==> src/rtl/uart_word_loader.sv <==
// uart_word_loader
//   Receives an 8N1 UART byte stream (LSB first) and packs accepted bytes
//   big-endian into 32-bit words that are written to a word memory. Word 0
//   is a length header N (saturated to MAX_WORDS-1); after the header plus
//   N payload words the loader sets load_done and ignores further bytes.
//
// Ports
//   sysclk     : system clock, all logic on rising edge
//   rst        : synchronous active-high reset
//   RxSerial   : asynchronous UART line, idle high
//   mem_we     : one-cycle word write strobe
//   mem_addr   : byte address of the word write (word aligned)
//   mem_wdata  : assembled word
//   byte_valid : one-cycle pulse per accepted byte
//   load_done  : sticky, load complete
//   frame_err  : sticky, a stop bit was sampled low
module uart_word_loader #(
  parameter int unsigned CLK_FREQ  = 100000000,
  parameter int unsigned BAUD      = 9600,
  parameter int unsigned MAX_WORDS = 256
) (
  input  logic        sysclk,
  input  logic        rst,
  input  logic        RxSerial,
  output logic        mem_we,
  output logic [31:0] mem_addr,
  output logic [31:0] mem_wdata,
  output logic        byte_valid,
  output logic        load_done,
  output logic        frame_err
);

  localparam int unsigned CLKS_PER_BIT = CLK_FREQ / BAUD;
  localparam int unsigned HALF         = CLKS_PER_BIT / 2;
  localparam int unsigned CW           = $clog2(CLKS_PER_BIT + 1);
  localparam logic [CW-1:0] BIT_LAST   = CW'(CLKS_PER_BIT - 1);
  localparam logic [CW-1:0] HALF_LAST  = CW'(HALF - 1);
  localparam logic [31:0] MAX_LEN      = 32'(MAX_WORDS - 1);

  typedef enum logic [1:0] {IDLE, START, DATA, STOP} state_t;

  state_t        state;
  logic          rx_meta, rx_sync, rx_prev;
  logic [CW-1:0] baud_cnt;
  logic [2:0]    bit_cnt;
  logic [7:0]    shift;
  logic [31:0]   word_buf;
  logic [1:0]    byte_cnt;
  logic          word_ready;
  logic [29:0]   word_index;
  logic [29:0]   payload_len;
  logic          done_pending;

  logic [29:0]   header_len;
  logic          last_word;
  logic          busy;

  // The header word is still in word_buf when it is written, so its
  // saturated length is used directly to decide whether it is also the last.
  always_comb begin
    header_len = (word_buf > MAX_LEN) ? MAX_LEN[29:0] : word_buf[29:0];
    last_word  = (word_index == '0) ? (header_len == '0)
                                    : (word_index == payload_len);
    busy       = load_done | done_pending;
  end

  always_ff @(posedge sysclk) begin
    if (rst) begin
      rx_meta      <= 1'b1;
      rx_sync      <= 1'b1;
      rx_prev      <= 1'b1;
      state        <= IDLE;
      baud_cnt     <= '0;
      bit_cnt      <= '0;
      shift        <= '0;
      word_buf     <= '0;
      byte_cnt     <= '0;
      word_ready   <= 1'b0;
      word_index   <= '0;
      payload_len  <= '0;
      done_pending <= 1'b0;
      mem_we       <= 1'b0;
      mem_addr     <= '0;
      mem_wdata    <= '0;
      byte_valid   <= 1'b0;
      load_done    <= 1'b0;
      frame_err    <= 1'b0;
    end else begin
      rx_meta    <= RxSerial;
      rx_sync    <= rx_meta;
      rx_prev    <= rx_sync;
      byte_valid <= 1'b0;
      mem_we     <= 1'b0;
      word_ready <= 1'b0;

      if (done_pending) begin
        load_done    <= 1'b1;
        done_pending <= 1'b0;
      end

      // Word write lands the cycle after the 4th byte_valid.
      if (word_ready) begin
        mem_we       <= 1'b1;
        mem_addr     <= {word_index, 2'b00};
        mem_wdata    <= word_buf;
        word_index   <= word_index + 30'd1;
        done_pending <= last_word;
        if (word_index == '0) payload_len <= header_len;
      end

      case (state)
        IDLE: begin
          if (rx_prev && !rx_sync) begin
            state    <= START;
            baud_cnt <= '0;
          end
        end
        START: begin
          if (baud_cnt == HALF_LAST) begin
            baud_cnt <= '0;
            bit_cnt  <= '0;
            state    <= rx_sync ? IDLE : DATA;
          end else begin
            baud_cnt <= baud_cnt + 1'b1;
          end
        end
        DATA: begin
          if (baud_cnt == BIT_LAST) begin
            baud_cnt <= '0;
            shift    <= {rx_sync, shift[7:1]};
            bit_cnt  <= bit_cnt + 3'd1;
            if (bit_cnt == 3'd7) state <= STOP;
          end else begin
            baud_cnt <= baud_cnt + 1'b1;
          end
        end
        STOP: begin
          if (baud_cnt == BIT_LAST) begin
            baud_cnt <= '0;
            state    <= IDLE;
            if (!busy) begin
              if (rx_sync) begin
                byte_valid <= 1'b1;
                word_buf   <= {word_buf[23:0], shift};
                byte_cnt   <= byte_cnt + 2'd1;
                if (byte_cnt == 2'd3) word_ready <= 1'b1;
              end else begin
                frame_err <= 1'b1;
              end
            end
          end else begin
            baud_cnt <= baud_cnt + 1'b1;
          end
        end
        default: state <= IDLE;
      endcase
    end
  end

endmodule

==> config.mk <==
export PLATFORM = sky130hd
export DESIGN_NAME = uart_word_loader
export DESIGN_NICKNAME = d
export VERILOG_FILES = /design/src/rtl/uart_word_loader.sv
export SDC_FILE = /design/constraint.sdc
export NUM_CORES = 1
export LEC_CHECK = 0
export ABC_AREA = 1
export CAP_MARGIN = 20
export CORE_MARGIN = 2
export CORE_UTILIZATION = 52
export DETAILED_ROUTE_END_ITERATION = 8
export PLACE_DENSITY = 0.77
export SYNTH_ARGS = -nofsm -noshare
export SYNTH_HDL_FRONTEND = slang
export SYNTH_SLANG_ARGS = --single-unit
==> constraint.sdc <==
create_clock -name sysclk -period 1.72 [get_ports sysclk]
set_input_delay 0.344 -clock sysclk [delete_from_list [all_inputs] [get_ports sysclk]]
set_output_delay 0.344 -clock sysclk [all_outputs]
set_load 0.03 [all_outputs]
Word level (Yosys, flattened, before mapping)
Index checks and enable logic that the tools add are counted.
Word-level totals
  register bits: 192
  latch bits: 0
  memory bits (writable): 0
  ROM bits: 0
  bits of input ports: 3
  output and inout port bits: 68
  logic and storage cells: 78
  memories: 0
Cells by class
  $add $sub $neg: 4
  multipliers: 0
  divide/modulo/power cells: 0
  magnitude comparators: 1
  eq/ne operators: 13
  shift-type cells: 0
  muxes and demuxes: 19
  bitwise operators: 6
  reduce and logical (&&, ||, !) cells: 16
Operators with widths (count)
  $logic_not A30 Y1: 2
  $mux W14: 3
  $pmux W14 S3: 1
  $gt A32 B8 Y1 const B: 1
  $add A30 B1 Y30 const B: 1
  $eq A30 B30 Y1: 1
  $mux W30: 1
  $add A14 B1 Y14 const B: 1
  $eq A14 B13 Y1 const B: 1
  $eq A14 B14 Y1 const B: 1
  $mux W2: 6
  $ne A2 B2 Y1 const B: 5
  $pmux W2 S4: 1
  $reduce_and A4 Y1: 2
  $eq A2 B2 Y1 const B: 3
  $mux W3: 2
  $pmux W3 S2: 1
  $not A1 Y1: 5
  $reduce_and A5 Y1: 1
  $reduce_or A5 Y1: 1
  $mux W1: 4
  $reduce_and A2 Y1: 2
  $reduce_or A2 Y1: 2
  $reduce_or A4 Y1: 1
  10 further kinds: 10

Logic depth before layout (Yosys ltp)
Gate-level depths: netlist (run 1).
  word-level depth: 4
  mapped depth: 13
  mapped depth without buffers: 12

Least setup slack after synthesis (run 1)
No wires, ideal clock.
  path kind: reg-to-reg
  from: register baud_cnt[0]
  to: register word_buf[10]
  setup time: 113 ps
  data arrival time: 1577 ps
  data required time: 1607 ps
  slack: 30 ps
  cell stages (with the launch flop): 13
  path buffers: 2
  clock period less this slack: 1690 ps
  cells stage by stage: dfxtp_1 -> ha_1 -> nand2_2 -> inv_2 -> nand2_2 -> nor2_4 -> nand2_4 -> nor2_8 -> nand3_2 -> buf_6 -> buf_2 -> nor2_1 -> nor2_1
Between the ends
  word-level cells in the longest chain between the ends: 2
RTL lines
  from (decl): line 44  | logic [CW-1:0] baud_cnt;
  from (signal assigned): line 124  | baud_cnt <= baud_cnt + 1'b1;
  from (signal assigned): line 134  | baud_cnt <= baud_cnt + 1'b1;
  from (signal assigned): line 152  | baud_cnt <= baud_cnt + 1'b1;
  $eq A14 B14 Y1: line 138  | if (baud_cnt == BIT_LAST) begin
  $reduce_and A4 Y1 (no source line)
  to (signal assigned): line 144  | word_buf <= {word_buf[23:0], shift};
  to (decl): line 47  | logic [31:0] word_buf;
No other way between the ends.
A chain may end at the register's enable or synchronous reset.

Worst setup path in the final report (run 1)
  from: register baud_cnt[1]
  to: register word_buf[15]
The elaborated chain is that of the path after synthesis.

==> results of run 1 <==
[Yosys cell counts, types with 2 or more instances]
library cell and instances:
buf_1 3, xnor2_1 13, clkbuf_1 34, xor2_1 6, dfxtp_1 192, o21ai_0 55
inv_2 3, nor2_2 2, nand3b_1 2, or2_2 6, ha_1 6, a211oi_1 23
nor2_1 197, a21oi_1 93, nand4_1 24, buf_2 13, nand2_2 2, nor4_1 3
inv_1 134, nand2_1 285, buf_4 2, buf_6 4, o21ai_1 7, o21a_1 2
nand3_1 71, nor3_1 25
[cell type report]
type	instances	share of cell area [%]
tap	216	2.50
clock inverter	7	0.707
timing repair buffer	153	13.0
multi-input combinational	831	38.6
sequential	192	35.7
clock buffer	24	4.55
inverter	137	4.82
[sequential cells by signal, summed over array words and instances (netlist names), 2 cells and up, named ones only]
| name | cells |
|---|---|
| word_index | 30 |
| mem_wdata | 32 |
| word_buf | 32 |
| byte_cnt | 2 |
| shift | 8 |
| bit_cnt | 3 |
| payload_len | 30 |
| baud_cnt | 14 |
| mem_addr | 30 |
[worst max path at each step]
stage / slack [ns] / endpoint / from / cells past startpoint
finish: -0.08 / word_buf[15] / baud_cnt[1] / 13
global route: -0.14 / word_buf[7] / baud_cnt[1] / 12
global placement: 0.09 / baud_cnt[2] / baud_cnt[0] / 11
floorplan: 0.03 / word_buf[10] / baud_cnt[0] / 12
detailed placement: 0.04 / payload_len[0] / word_index[1] / 11
CTS: 0.008 / payload_len[0] / word_index[1] / 11
[what timing repair did]
item | in CTS | in global routing
endpoints found under the setup margin | 67 | 88
gates resized for setup | 67 | 118
buffers inserted | 0 | 6
pin swaps | 0 | 15
gates cloned | 0 | 9
[routing by layer]
| layer | GRT usage [%] | up-vias | part of all wire, % | wire length (um) |
|---|---|---|---|---|
| li1 | - | 4103 | - | - |
| met1 | 33.8 | 3769 | 43 | 10200 |
| met2 | 40.6 | 409 | 46 | 11100 |
| met3 | 5.17 | 71 | 7.5 | 1810 |
| met4 | 8.09 | 0 | 3.3 | 800 |
| met5 | 0 | - | 0 | 0 |
[power by group]
part / internal [mW] / switching, mW
logic: 0.0831 / 0.177
clock network: 2.16 / 1.72
registers: 4.45 / 0.0108
total: 6.69 / 1.91
[cells by family after synthesis]
kind of cell	synth area share (%)
AND/OR/NAND/NOR	30.9
buffers and inverters	9.28
flip-flops	45.5
AO/OA/AOI/OAI	11.4
XOR/XNOR	1.97
adder cells (fa/ha/maj)	0.889
other	0.0444
[critical path, cell delays in order, from the launching register on]
cell	delay, ns
dfxtp_2	0.36
ha_4	0.14
nand2_2	0.06
inv_2	0.08
nand2_4	0.05
nor2_4	0.12
nand2_4	0.10
nor2_8	0.16
buf_12	0.12
nand3_4	0.11
buf_6	0.20
nand2_1	0.08
nand2_1	0.06
nor2_1	0.10
[stage by stage]
stage	instance area, um2	hold WS, ns	instances
floorplan	8450	0.389	1216
global placement	9710	0.394	1514
detailed placement	9710	0.398	1514
CTS	10200	0.333	1545
global route	10800	0.363	1560
finish	10800	0.361	1560
[placed cells by master (no fill, tap or decap), types with 3 or more instances in the layout]
cell	instances
clkinv_2	3
dfxtp_1	183
nor2_1	170
ha_1	5
a21oi_2	5
nand2_1	253
o21ai_1	6
a211oi_1	23
or2_2	5
a21oi_1	88
nand4_1	24
nor2_2	23
buf_4	70
buf_12	6
dfxtp_2	7
xnor2_1	13
nand2_2	20
inv_2	8
nand3_1	69
clkbuf_8	4
dlygate4sd2_1	66
inv_1	126
xor2_1	6
buf_6	4
nand2_4	15
nor3_1	23
o21ai_0	55
clkbuf_16	22
clkbuf_1	3
nor2_4	7
==> flow_results.xml, run 1 <==
<?xml version="1.0" encoding="UTF-8"?>
<metrics>
  <group name="outcome">
    <metric name="run_status" unit="">complete, but fails checks</metric>
    <metric name="violations" unit="">negative setup slack</metric>
  </group>
  <group name="routing">
    <metric name="firstDrtPassIters" unit="">6</metric>
    <metric name="detail_route.vias_per_cell" unit="">5.35</metric>
    <metric name="wl" unit="mm">24.0</metric>
    <metric name="first_iter_violations" unit="">703</metric>
    <metric name="drc_errors" unit="">0</metric>
    <metric name="vias" unit="">8352</metric>
    <metric name="postRouteAntennaNets" unit="">0</metric>
    <metric name="routed_wire_length_per_instance" unit="um">15.4</metric>
  </group>
  <group name="setup_path">
    <metric name="cp-start-kind" unit="">flop</metric>
    <metric name="worst-setup-path-type" unit="">reg2reg</metric>
    <metric name="setup.worst_path.end_class" unit="">flop</metric>
    <metric name="r2r_slack" unit="ns">-0.08</metric>
    <metric name="critical_path.reg2reg.endpoint" unit="">word_buf[15]</metric>
    <metric name="worst-endpoint-required" unit="ns">2.09</metric>
    <metric name="worst-r2r-cell-count" unit="">13</metric>
    <metric name="timing.critical_path.arrival" unit="ns">2.17</metric>
    <metric name="worstReg2RegStart" unit="">baud_cnt[1]</metric>
    <metric name="crit_path_max_fanout" unit="">8</metric>
  </group>
  <group name="clocking">
    <metric name="cts_tree" unit="">done</metric>
    <metric name="h-tree-depth" unit="">4</metric>
    <metric name="cts_max_path_buffers" unit="">2</metric>
    <metric name="cts_hold_buffers" unit="">0</metric>
    <metric name="clock_insertion_delay_worst_skew" unit="ns">0.44</metric>
    <metric name="numCtsBuffers" unit="">17</metric>
    <metric name="cts_sinks" unit="">192</metric>
    <metric name="worst_setup_hold_path_clk_slew" unit="ns">0.07</metric>
    <metric name="clock_tree.root_cell" unit="">clkbuf_16</metric>
  </group>
  <group name="sta">
    <metric name="worst_slack" unit="ns">-0.0765</metric>
    <metric name="post_layout_minimum_cycle_time" unit="ns">1.80</metric>
    <metric name="finalHoldViolCount" unit="">0</metric>
    <metric name="worstMarginPinSlew" unit="ns">0.689</metric>
    <metric name="grt_setup_unrepaired" unit="">true</metric>
    <metric name="final-max-slew-violation-count" unit="">0</metric>
    <metric name="final.setup_skew" unit="ns">0.0120</metric>
    <metric name="setup_viol" unit="">34</metric>
    <metric name="fmaxAchievable" unit="GHz">0.557</metric>
    <metric name="setup-tns-final" unit="ns">-1.28</metric>
    <metric name="min_period_over_period" unit="%">104</metric>
    <metric name="max_slew_margin" unit="%">54.0</metric>
  </group>
  <group name="floorplanning">
    <metric name="start_util" unit="%">53.2</metric>
    <metric name="die_h" unit="um">131</metric>
    <metric name="die_width" unit="um">131</metric>
    <metric name="die_area" unit="mm2">0.0173</metric>
    <metric name="ios" unit="">71</metric>
    <metric name="fp-row-count" unit="">46</metric>
    <metric name="core-area" unit="mm2">0.0159</metric>
  </group>
  <group name="yosys">
    <metric name="synth-edff-count" unit="">0</metric>
    <metric name="flop_and_latch_count_out_of_synthesis" unit="">192</metric>
    <metric name="synth.cell_area" unit="mm2">0.00844</metric>
    <metric name="synthFlopType" unit="">dfxtp_1</metric>
    <metric name="synth_area_leaders" unit="">dfxtp_1, nand2_1, nor2_1</metric>
    <metric name="synth.yosys.seq_area_share" unit="%">45.5</metric>
    <metric name="netlist_instances" unit="">1215</metric>
    <metric name="postSynth.asyncResetShare" unit="%">0</metric>
    <metric name="yosys.cell_types.count" unit="">34</metric>
    <metric name="synth_largest_area_cell" unit="">dfxtp_1</metric>
    <metric name="synth_top_cell_area_share" unit="%">45.5</metric>
    <metric name="yosysWarningCount" unit="">0</metric>
    <metric name="avg_synthesized_cell_area" unit="um2">6.95</metric>
  </group>
  <group name="finish">
    <metric name="finalNetCount" unit="">1341</metric>
    <metric name="num_antenna_cells" unit="">0</metric>
    <metric name="fillers" unit="">1315</metric>
    <metric name="sequential_cell_area" unit="mm2">0.00386</metric>
    <metric name="share_of_the_core_filled_with_cells" unit="%">68.0</metric>
    <metric name="area_delta_synth_final" unit="%">27.9</metric>
    <metric name="multi_input_area" unit="mm2">0.00417</metric>
    <metric name="layout-drive-gt1-share" unit="%">16.4</metric>
  </group>
  <group name="min_path">
    <metric name="worst_hold_path.endpoint" unit="">rx_prev</metric>
    <metric name="hp-start" unit="">rst</metric>
    <metric name="cells_on_worst_hold_path" unit="">3</metric>
    <metric name="worst_hold_path_class" unit="">in2reg</metric>
  </group>
  <group name="grt">
    <metric name="grt_antenna_before_repair" unit="">0</metric>
    <metric name="grt_pass1_vias" unit="">7315</metric>
    <metric name="global_route.overflow_total" unit="">0</metric>
    <metric name="global_route_wire_length_before_repair" unit="mm">35.8</metric>
    <metric name="groute.usage.overall" unit="%">25.2</metric>
    <metric name="grt_max_degree" unit="">77</metric>
  </group>
  <group name="power">
    <metric name="powerDensity" unit="mW/mm2">797</metric>
    <metric name="design_power_total" unit="mW">8.60</metric>
    <metric name="reported_leakage_power" unit="nW">5.02</metric>
    <metric name="irDropWorstVdd" unit="mV">0.769</metric>
  </group>
  <group name="place">
    <metric name="gp_congestion" unit="">0.952</metric>
    <metric name="pre_cts_ws" unit="ns">0.0393</metric>
    <metric name="buffer_ports.inserted" unit="">68</metric>
    <metric name="hpwl" unit="mm">15.2</metric>
  </group>
  <group name="job">
    <metric name="maxCapViolations" unit="">0</metric>
  </group>
</metrics>
Note: power is estimated with default switching activity, not from simulation.
==> run 2: changes to the inputs <==
--- a/config.mk
+++ b/config.mk
@@ -7,6 +7,7 @@
 export LEC_CHECK = 0
 export ABC_AREA = 1
 export CAP_MARGIN = 20
+export CORE_ASPECT_RATIO = 0.8
 export CORE_MARGIN = 2
 export CORE_UTILIZATION = 52
 export DETAILED_ROUTE_END_ITERATION = 8
==> run 2 against run 1 <==
Compared with the run above:
- the flow still finishes with violations (negative setup slack)
- critical endpoint is now word_buf[19]
- worst setup slack better by 0.059 ns
- combinational power shrank 6%
- critical path depth fell by 1
- maximum frequency up 3.4%
- largest power group unchanged
==> flow_results.xml, run 2 (synthesis gave the netlist of run 1 again) <==
<?xml version="1.0" encoding="UTF-8"?>
<metrics>
  <group name="sta">
    <metric name="max_slew_margin" unit="%">63.2</metric>
    <metric name="min_period_over_period" unit="%">101</metric>
    <metric name="setup-tns-final" unit="ns">-0.0660</metric>
    <metric name="worstMarginPinSlew" unit="ns">0.551</metric>
    <metric name="final-max-slew-violation-count" unit="">0</metric>
    <metric name="final.setup_skew" unit="ns">0.00950</metric>
    <metric name="setup_viol" unit="">6</metric>
    <metric name="fmaxAchievable" unit="GHz">0.576</metric>
    <metric name="post_layout_minimum_cycle_time" unit="ns">1.74</metric>
    <metric name="worst_slack" unit="ns">-0.0170</metric>
    <metric name="grt_setup_unrepaired" unit="">true</metric>
    <metric name="finalHoldViolCount" unit="">0</metric>
  </group>
  <group name="routing">
    <metric name="routed_wire_length_per_instance" unit="um">14.8</metric>
    <metric name="firstDrtPassIters" unit="">7</metric>
    <metric name="wl" unit="mm">23.2</metric>
    <metric name="vias" unit="">8193</metric>
    <metric name="detail_route.vias_per_cell" unit="">5.25</metric>
    <metric name="drc_errors" unit="">0</metric>
    <metric name="postRouteAntennaNets" unit="">0</metric>
    <metric name="first_iter_violations" unit="">644</metric>
  </group>
  <group name="finish">
    <metric name="layoutNonFillerInstCount" unit="">1561</metric>
    <metric name="final_area" unit="mm2">0.0107</metric>
    <metric name="largest_registers" unit="">mem_wdata (32), word_buf (32)</metric>
    <metric name="commonest_non_fill_non_tap_cell_in_the_layout" unit="">nand2_1</metric>
    <metric name="num_antenna_cells" unit="">0</metric>
    <metric name="area_delta_synth_final" unit="%">26.5</metric>
    <metric name="layout-drive-gt1-share" unit="%">14.3</metric>
    <metric name="mostFrequentLayoutCells" unit="">nand2_1, dfxtp_1, nor2_1, inv_1, a21oi_1</metric>
    <metric name="finalNetCount" unit="">1342</metric>
  </group>
  <group name="setup_path">
    <metric name="worst-setup-path-type" unit="">reg2reg</metric>
    <metric name="worst-endpoint-required" unit="ns">2.10</metric>
    <metric name="timing.critical_path.arrival" unit="ns">2.12</metric>
    <metric name="crit_path_max_fanout" unit="">16</metric>
    <metric name="worstReg2RegStart" unit="">baud_cnt[0]</metric>
    <metric name="cp-start-kind" unit="">flop</metric>
    <metric name="setup.worst_path.end_class" unit="">flop</metric>
    <metric name="worstSetupStartpoint" unit="">baud_cnt[0]</metric>
  </group>
  <group name="grt">
    <metric name="grt.met2_usage" unit="%">36.1</metric>
    <metric name="grtUsageMet3" unit="%">8.45</metric>
    <metric name="met1_capacity_usage_during_global_routing" unit="%">38.8</metric>
    <metric name="grt_pass1_vias" unit="">7220</metric>
    <metric name="global_route.overflow_total" unit="">0</metric>
    <metric name="gr-max-usage-layer" unit="">met1</metric>
    <metric name="global_route_wire_length_before_repair" unit="mm">36.2</metric>
    <metric name="grt_max_degree" unit="">71</metric>
    <metric name="groute.usage.overall" unit="%">26.0</metric>
    <metric name="grt_antenna_before_repair" unit="">0</metric>
  </group>
  <group name="place">
    <metric name="buffer_ports.inserted" unit="">68</metric>
    <metric name="hpwl" unit="mm">15.9</metric>
    <metric name="placedCellCount" unit="">1522</metric>
    <metric name="gp_congestion" unit="">0.934</metric>
    <metric name="area_after_dpl" unit="mm2">0.00979</metric>
  </group>
  <group name="floorplanning">
    <metric name="die_area" unit="mm2">0.0173</metric>
    <metric name="ios" unit="">71</metric>
    <metric name="die_width" unit="um">146</metric>
    <metric name="fp-row-count" unit="">41</metric>
    <metric name="core-area" unit="mm2">0.0159</metric>
    <metric name="start_util" unit="%">53.3</metric>
    <metric name="die_h" unit="um">118</metric>
  </group>
  <group name="min_path">
    <metric name="hp-start" unit="">rst</metric>
    <metric name="worst_hold_path_class" unit="">in2reg</metric>
  </group>
  <group name="clocking">
    <metric name="h-tree-depth" unit="">4</metric>
    <metric name="worst_setup_hold_path_clk_slew" unit="ns">0.07</metric>
    <metric name="cts_tree" unit="">done</metric>
    <metric name="clock_tree.root_cell" unit="">clkbuf_16</metric>
    <metric name="cts_sinks" unit="">192</metric>
    <metric name="clock_insertion_delay_worst_skew" unit="ns">0.44</metric>
    <metric name="cts_max_path_buffers" unit="">2</metric>
    <metric name="numCtsBuffers" unit="">17</metric>
  </group>
  <group name="power">
    <metric name="powerDensity" unit="mW/mm2">847</metric>
    <metric name="reported_leakage_power" unit="nW">5.07</metric>
    <metric name="irDropWorstVdd" unit="mV">0.723</metric>
    <metric name="design_power_total" unit="mW">9.05</metric>
  </group>
  <group name="job">
    <metric name="maxCapViolations" unit="">0</metric>
  </group>
  <group name="outcome">
    <metric name="violations" unit="">negative setup slack</metric>
    <metric name="run_status" unit="">complete, but fails checks</metric>
  </group>
</metrics>
[run 2: timing repair]
| action | 4_1_cts | 5_1_grt |
|---|---|---|
| pin swaps | 1 | 10 |
| hold buffers | 0 | 0 |
| buffers inserted | 0 | 1 |
| gates cloned | 0 | 6 |
| endpoints found under the setup margin | 95 | 88 |
| resized for setup | 68 | 68 |
| hold endpoints to repair | 0 | 0 |
[run 2: report_power, final]
part / internal, mW / switching, mW / total [mW] / leakage, nW
clock: 2.54 / 1.80 / 4.34 / 0.316
sequential: 4.45 / 0.0139 / 4.47 / 1.55
combinational: 0.0821 / 0.163 / 0.245 / 3.20
[run 2: final timing paths]
check	to	slack, ns	depth (start not counted)
max	word_buf[19]	-0.02	12
min	word_index[29]	0.42	3
max reg2reg	word_buf[19]	-0.02	12
min reg2reg	rx_sync	0.42	1
[run 2: worst max-delay path, stage by stage, from the launching register on]
cell	delay, ns
dfxtp_4	0.38
ha_4	0.15
nand2_4	0.06
inv_4	0.07
nand2_4	0.05
nor2_4	0.12
nand2_4	0.10
nor2_8	0.10
nand3_4	0.18
clkbuf_16	0.25
nand2_1	0.07
nand2_1	0.06
nor2_1	0.09
[run 2: cell type report]
cell class                 count  area (um2)
clock buffer                  18         450
timing repair buffer         155        1390
fill                        1320        5170
sequential                   192        3860
multi-input combinational    830        4000
tap                          215         269
inverter                     137         518
clock inverter                14         199
[run 2: stage by stage]
step / hold slack, ns / utilization [%] / setup WS (ns)
final: 0.420 / 67.4 / -0.0170
after global routing: 0.433 / 67.4 / -0.104
after CTS: 0.398 / 65.4 / 0.0211
after detailed placement: 0.398 / 61.8 / -0.0466
after global placement: 0.393 / 61.8 / 0.0664
after floorplan: 0.389 / - / 0.0297
[run 2: routing by layer]
layer | vias up | share of wire (%)
li1 | 4106 | -
met2 | 318 | 40
met3 | 34 | 10
met5 | - | 0
met1 | 3735 | 48
met4 | 0 | 1.4
==> run 3: changes to the inputs <==
--- a/config.mk
+++ b/config.mk
@@ -8,10 +8,10 @@
 export ABC_AREA = 1
 export CAP_MARGIN = 20
 export CORE_ASPECT_RATIO = 0.8
-export CORE_MARGIN = 2
 export CORE_UTILIZATION = 52
 export DETAILED_ROUTE_END_ITERATION = 8
 export PLACE_DENSITY = 0.77
+export REMOVE_ABC_BUFFERS = 1
 export SYNTH_ARGS = -nofsm -noshare
 export SYNTH_HDL_FRONTEND = slang
 export SYNTH_SLANG_ARGS = --single-unit
==> run 3 against run 2 <==
Compared with the run above:
- the run still ends with negative setup slack left
- combinational power grew 7%
- die area shrank 3.0%
- worst setup slack gained 0.0036 ns
- sequential share of layout area grew 0.21 points
- total power shrank 5.8%
- first-iteration DRC count grew 20%
- sequential power is essentially flat
- flip-flop and latch count is the same
- critical endpoint is now word_buf[3]
==> flow_results.xml, run 3 (synthesis gave the netlist of run 1 again) <==
<?xml version="1.0" encoding="UTF-8"?>
<metrics>
  <group name="outcome">
    <metric name="run_status" unit="">complete, but fails checks</metric>
    <metric name="violations" unit="">negative setup slack</metric>
  </group>
  <group name="clocking">
    <metric name="cts_hold_buffers" unit="">0</metric>
    <metric name="cts_sinks" unit="">192</metric>
    <metric name="cts_tree" unit="">done</metric>
    <metric name="clock_tree.root_cell" unit="">clkbuf_16</metric>
    <metric name="h-tree-depth" unit="">4</metric>
    <metric name="cts_max_path_buffers" unit="">2</metric>
    <metric name="numCtsBuffers" unit="">17</metric>
    <metric name="clock_insertion_delay_worst_skew" unit="ns">0.44</metric>
    <metric name="worst_setup_hold_path_clk_slew" unit="ns">0.07</metric>
  </group>
  <group name="sta">
    <metric name="worst_slack" unit="ns">-0.0134</metric>
    <metric name="fmaxAchievable" unit="GHz">0.577</metric>
    <metric name="final-max-slew-violation-count" unit="">0</metric>
    <metric name="post_layout_minimum_cycle_time" unit="ns">1.73</metric>
    <metric name="finalHoldViolCount" unit="">0</metric>
    <metric name="hold_ws" unit="ns">0.421</metric>
    <metric name="final.setup_skew" unit="ns">0.0117</metric>
    <metric name="setup_viol" unit="">4</metric>
    <metric name="grt_setup_unrepaired" unit="">true</metric>
    <metric name="min_period_over_period" unit="%">101</metric>
  </group>
  <group name="routing">
    <metric name="vias" unit="">8236</metric>
    <metric name="wl" unit="mm">22.7</metric>
    <metric name="detail_route.vias_per_cell" unit="">5.28</metric>
    <metric name="routed_wire_length_per_instance" unit="um">14.6</metric>
    <metric name="postRouteAntennaNets" unit="">0</metric>
    <metric name="drc_errors" unit="">0</metric>
    <metric name="first_iter_violations" unit="">776</metric>
    <metric name="firstDrtPassIters" unit="">5</metric>
  </group>
  <group name="grt">
    <metric name="groute.usage.overall" unit="%">26.4</metric>
    <metric name="grt_max_degree" unit="">94</metric>
    <metric name="global_route_wire_length_before_repair" unit="mm">34.3</metric>
    <metric name="global_route.overflow_total" unit="">0</metric>
    <metric name="grt_pass1_vias" unit="">6959</metric>
    <metric name="grt_antenna_before_repair" unit="">0</metric>
  </group>
  <group name="min_path">
    <metric name="worst_hold_path_class" unit="">reg2reg</metric>
    <metric name="hp-start" unit="">rx_meta</metric>
    <metric name="worst_hold_path.endpoint" unit="">rx_sync</metric>
    <metric name="cells_on_worst_hold_path" unit="">1</metric>
  </group>
  <group name="setup_path">
    <metric name="worstReg2RegStart" unit="">baud_cnt[1]</metric>
    <metric name="worst-setup-path-type" unit="">reg2reg</metric>
    <metric name="critical_path.reg2reg.endpoint" unit="">word_buf[3]</metric>
    <metric name="cp-start-kind" unit="">flop</metric>
    <metric name="worst-endpoint-required" unit="ns">2.06</metric>
    <metric name="crit_path_max_fanout" unit="">5</metric>
    <metric name="timing.critical_path.arrival" unit="ns">2.07</metric>
    <metric name="r2r_slack" unit="ns">-0.01</metric>
    <metric name="worst-r2r-cell-count" unit="">11</metric>
    <metric name="setup.worst_path.end_class" unit="">flop</metric>
  </group>
  <group name="place">
    <metric name="area_after_dpl" unit="mm2">0.00971</metric>
    <metric name="gp_congestion" unit="">0.956</metric>
    <metric name="hpwl" unit="mm">14.8</metric>
    <metric name="buffer_ports.inserted" unit="">68</metric>
  </group>
  <group name="finish">
    <metric name="largest_registers" unit="">mem_wdata (32), word_buf (32)</metric>
    <metric name="layout-drive-gt1-share" unit="%">14.4</metric>
    <metric name="mostFrequentLayoutCells" unit="">nand2_1, dfxtp_1, nor2_1, inv_1, a21oi_1</metric>
    <metric name="num_antenna_cells" unit="">0</metric>
    <metric name="area_delta_synth_final" unit="%">26.0</metric>
    <metric name="finalNetCount" unit="">1341</metric>
    <metric name="final_area" unit="mm2">0.0106</metric>
    <metric name="commonest_non_fill_non_tap_cell_in_the_layout" unit="">nand2_1</metric>
  </group>
  <group name="floorplanning">
    <metric name="die_width" unit="um">144</metric>
    <metric name="start_util" unit="%">53.4</metric>
    <metric name="fp-row-count" unit="">41</metric>
    <metric name="core-area" unit="mm2">0.0158</metric>
    <metric name="ios" unit="">71</metric>
    <metric name="die_h" unit="um">116</metric>
    <metric name="die_area" unit="mm2">0.0168</metric>
  </group>
  <group name="power">
    <metric name="irDropWorstVdd" unit="mV">0.792</metric>
    <metric name="reported_leakage_power" unit="nW">5.02</metric>
    <metric name="powerDensity" unit="mW/mm2">802</metric>
  </group>
  <group name="job">
    <metric name="maxCapViolations" unit="">0</metric>
  </group>
</metrics>
## run 3: cell count changes in the layout (fill, tap and decap cells not counted), moves of 3 or more
cell	previous run	this run
inv_6	2	5
buf_4	74	69
clkbuf_1	0	4
bufinv_16	4	1
dfxtp_2	5	9
dfxtp_1	185	181
## run 3: final cells by class
cell class / instances / area [um2]
fill: 1379 / 5160
timing repair buffer: 153 / 1410
clock buffer: 22 / 454
clock inverter: 10 / 103
multi-input combinational: 831 / 4020
tap: 215 / 269
sequential: 192 / 3860
inverter: 137 / 520
## run 3: worst max-delay path: stages (launching register included)
cell       delay [ns]
dfxtp_2          0.35
ha_4             0.15
nand2_4          0.06
inv_4            0.06
nand2_4          0.05
nor2_4           0.11
nand2_4          0.09
nor2_8           0.15
nand3_2          0.20
clkbuf_16        0.24
nor2_1           0.10
nor2_1           0.06
## run 3: repair_timing
| action | CTS | global route |
|---|---|---|
| cloned | 0 | 9 |
| resized for setup | 73 | 72 |
| endpoints found under the setup margin | 87 | 99 |
| setup buffers | 0 | 8 |
| pin swaps | 0 | 13 |
## run 3: worst max path at each step
stage              startpoint             end  slack [ns]  depth (start not counted)
5_1_grt           baud_cnt[1]    word_buf[18]       -0.09                         12
3_5_place_dp    word_index[0]  word_index[24]       -0.02                         10
3_3_place_gp    word_index[2]  payload_len[0]        0.04                         10
4_1_cts        word_index[14]  word_index[25]       0.001                          9
6_report          baud_cnt[1]     word_buf[3]       -0.01                         11
2_1_floorplan      word_ready  word_index[22]       -2.11                          8
## run 3: report_power, final
group	total, mW	internal, mW	leakage (nW)	switching [mW]
Sequential	4.46	4.45	1.55	0.0114
Clock	3.80	2.06	0.267	1.75
Combinational	0.261	0.0855	3.20	0.175
## run 3: routing by layer
layer | vias to the layer above | GRT usage, % | routed length, um
met3 | 15 | 6.16 | 1940
met4 | 0 | 5.96 | 199
met5 | - | 0 | 0
li1 | 4112 | - | -
met2 | 316 | 38.4 | 9840
met1 | 3793 | 39.2 | 10700
## run 3: per-stage QoR
step,power [mW],setup WS (ns),utilization (%),std cells,TNS (ns)
after floorplan,4.68,-2.11,-,1159,-186.57
final,8.53,-0.0134,67.3,1560,-0.0276
after detailed placement,4.80,-0.0206,61.4,1511,-0.0482
after global routing,8.79,-0.0887,67.3,1560,-2.27
after CTS,8.58,0.00108,64.6,1543,0
after global placement,4.80,0.0428,61.4,1511,0
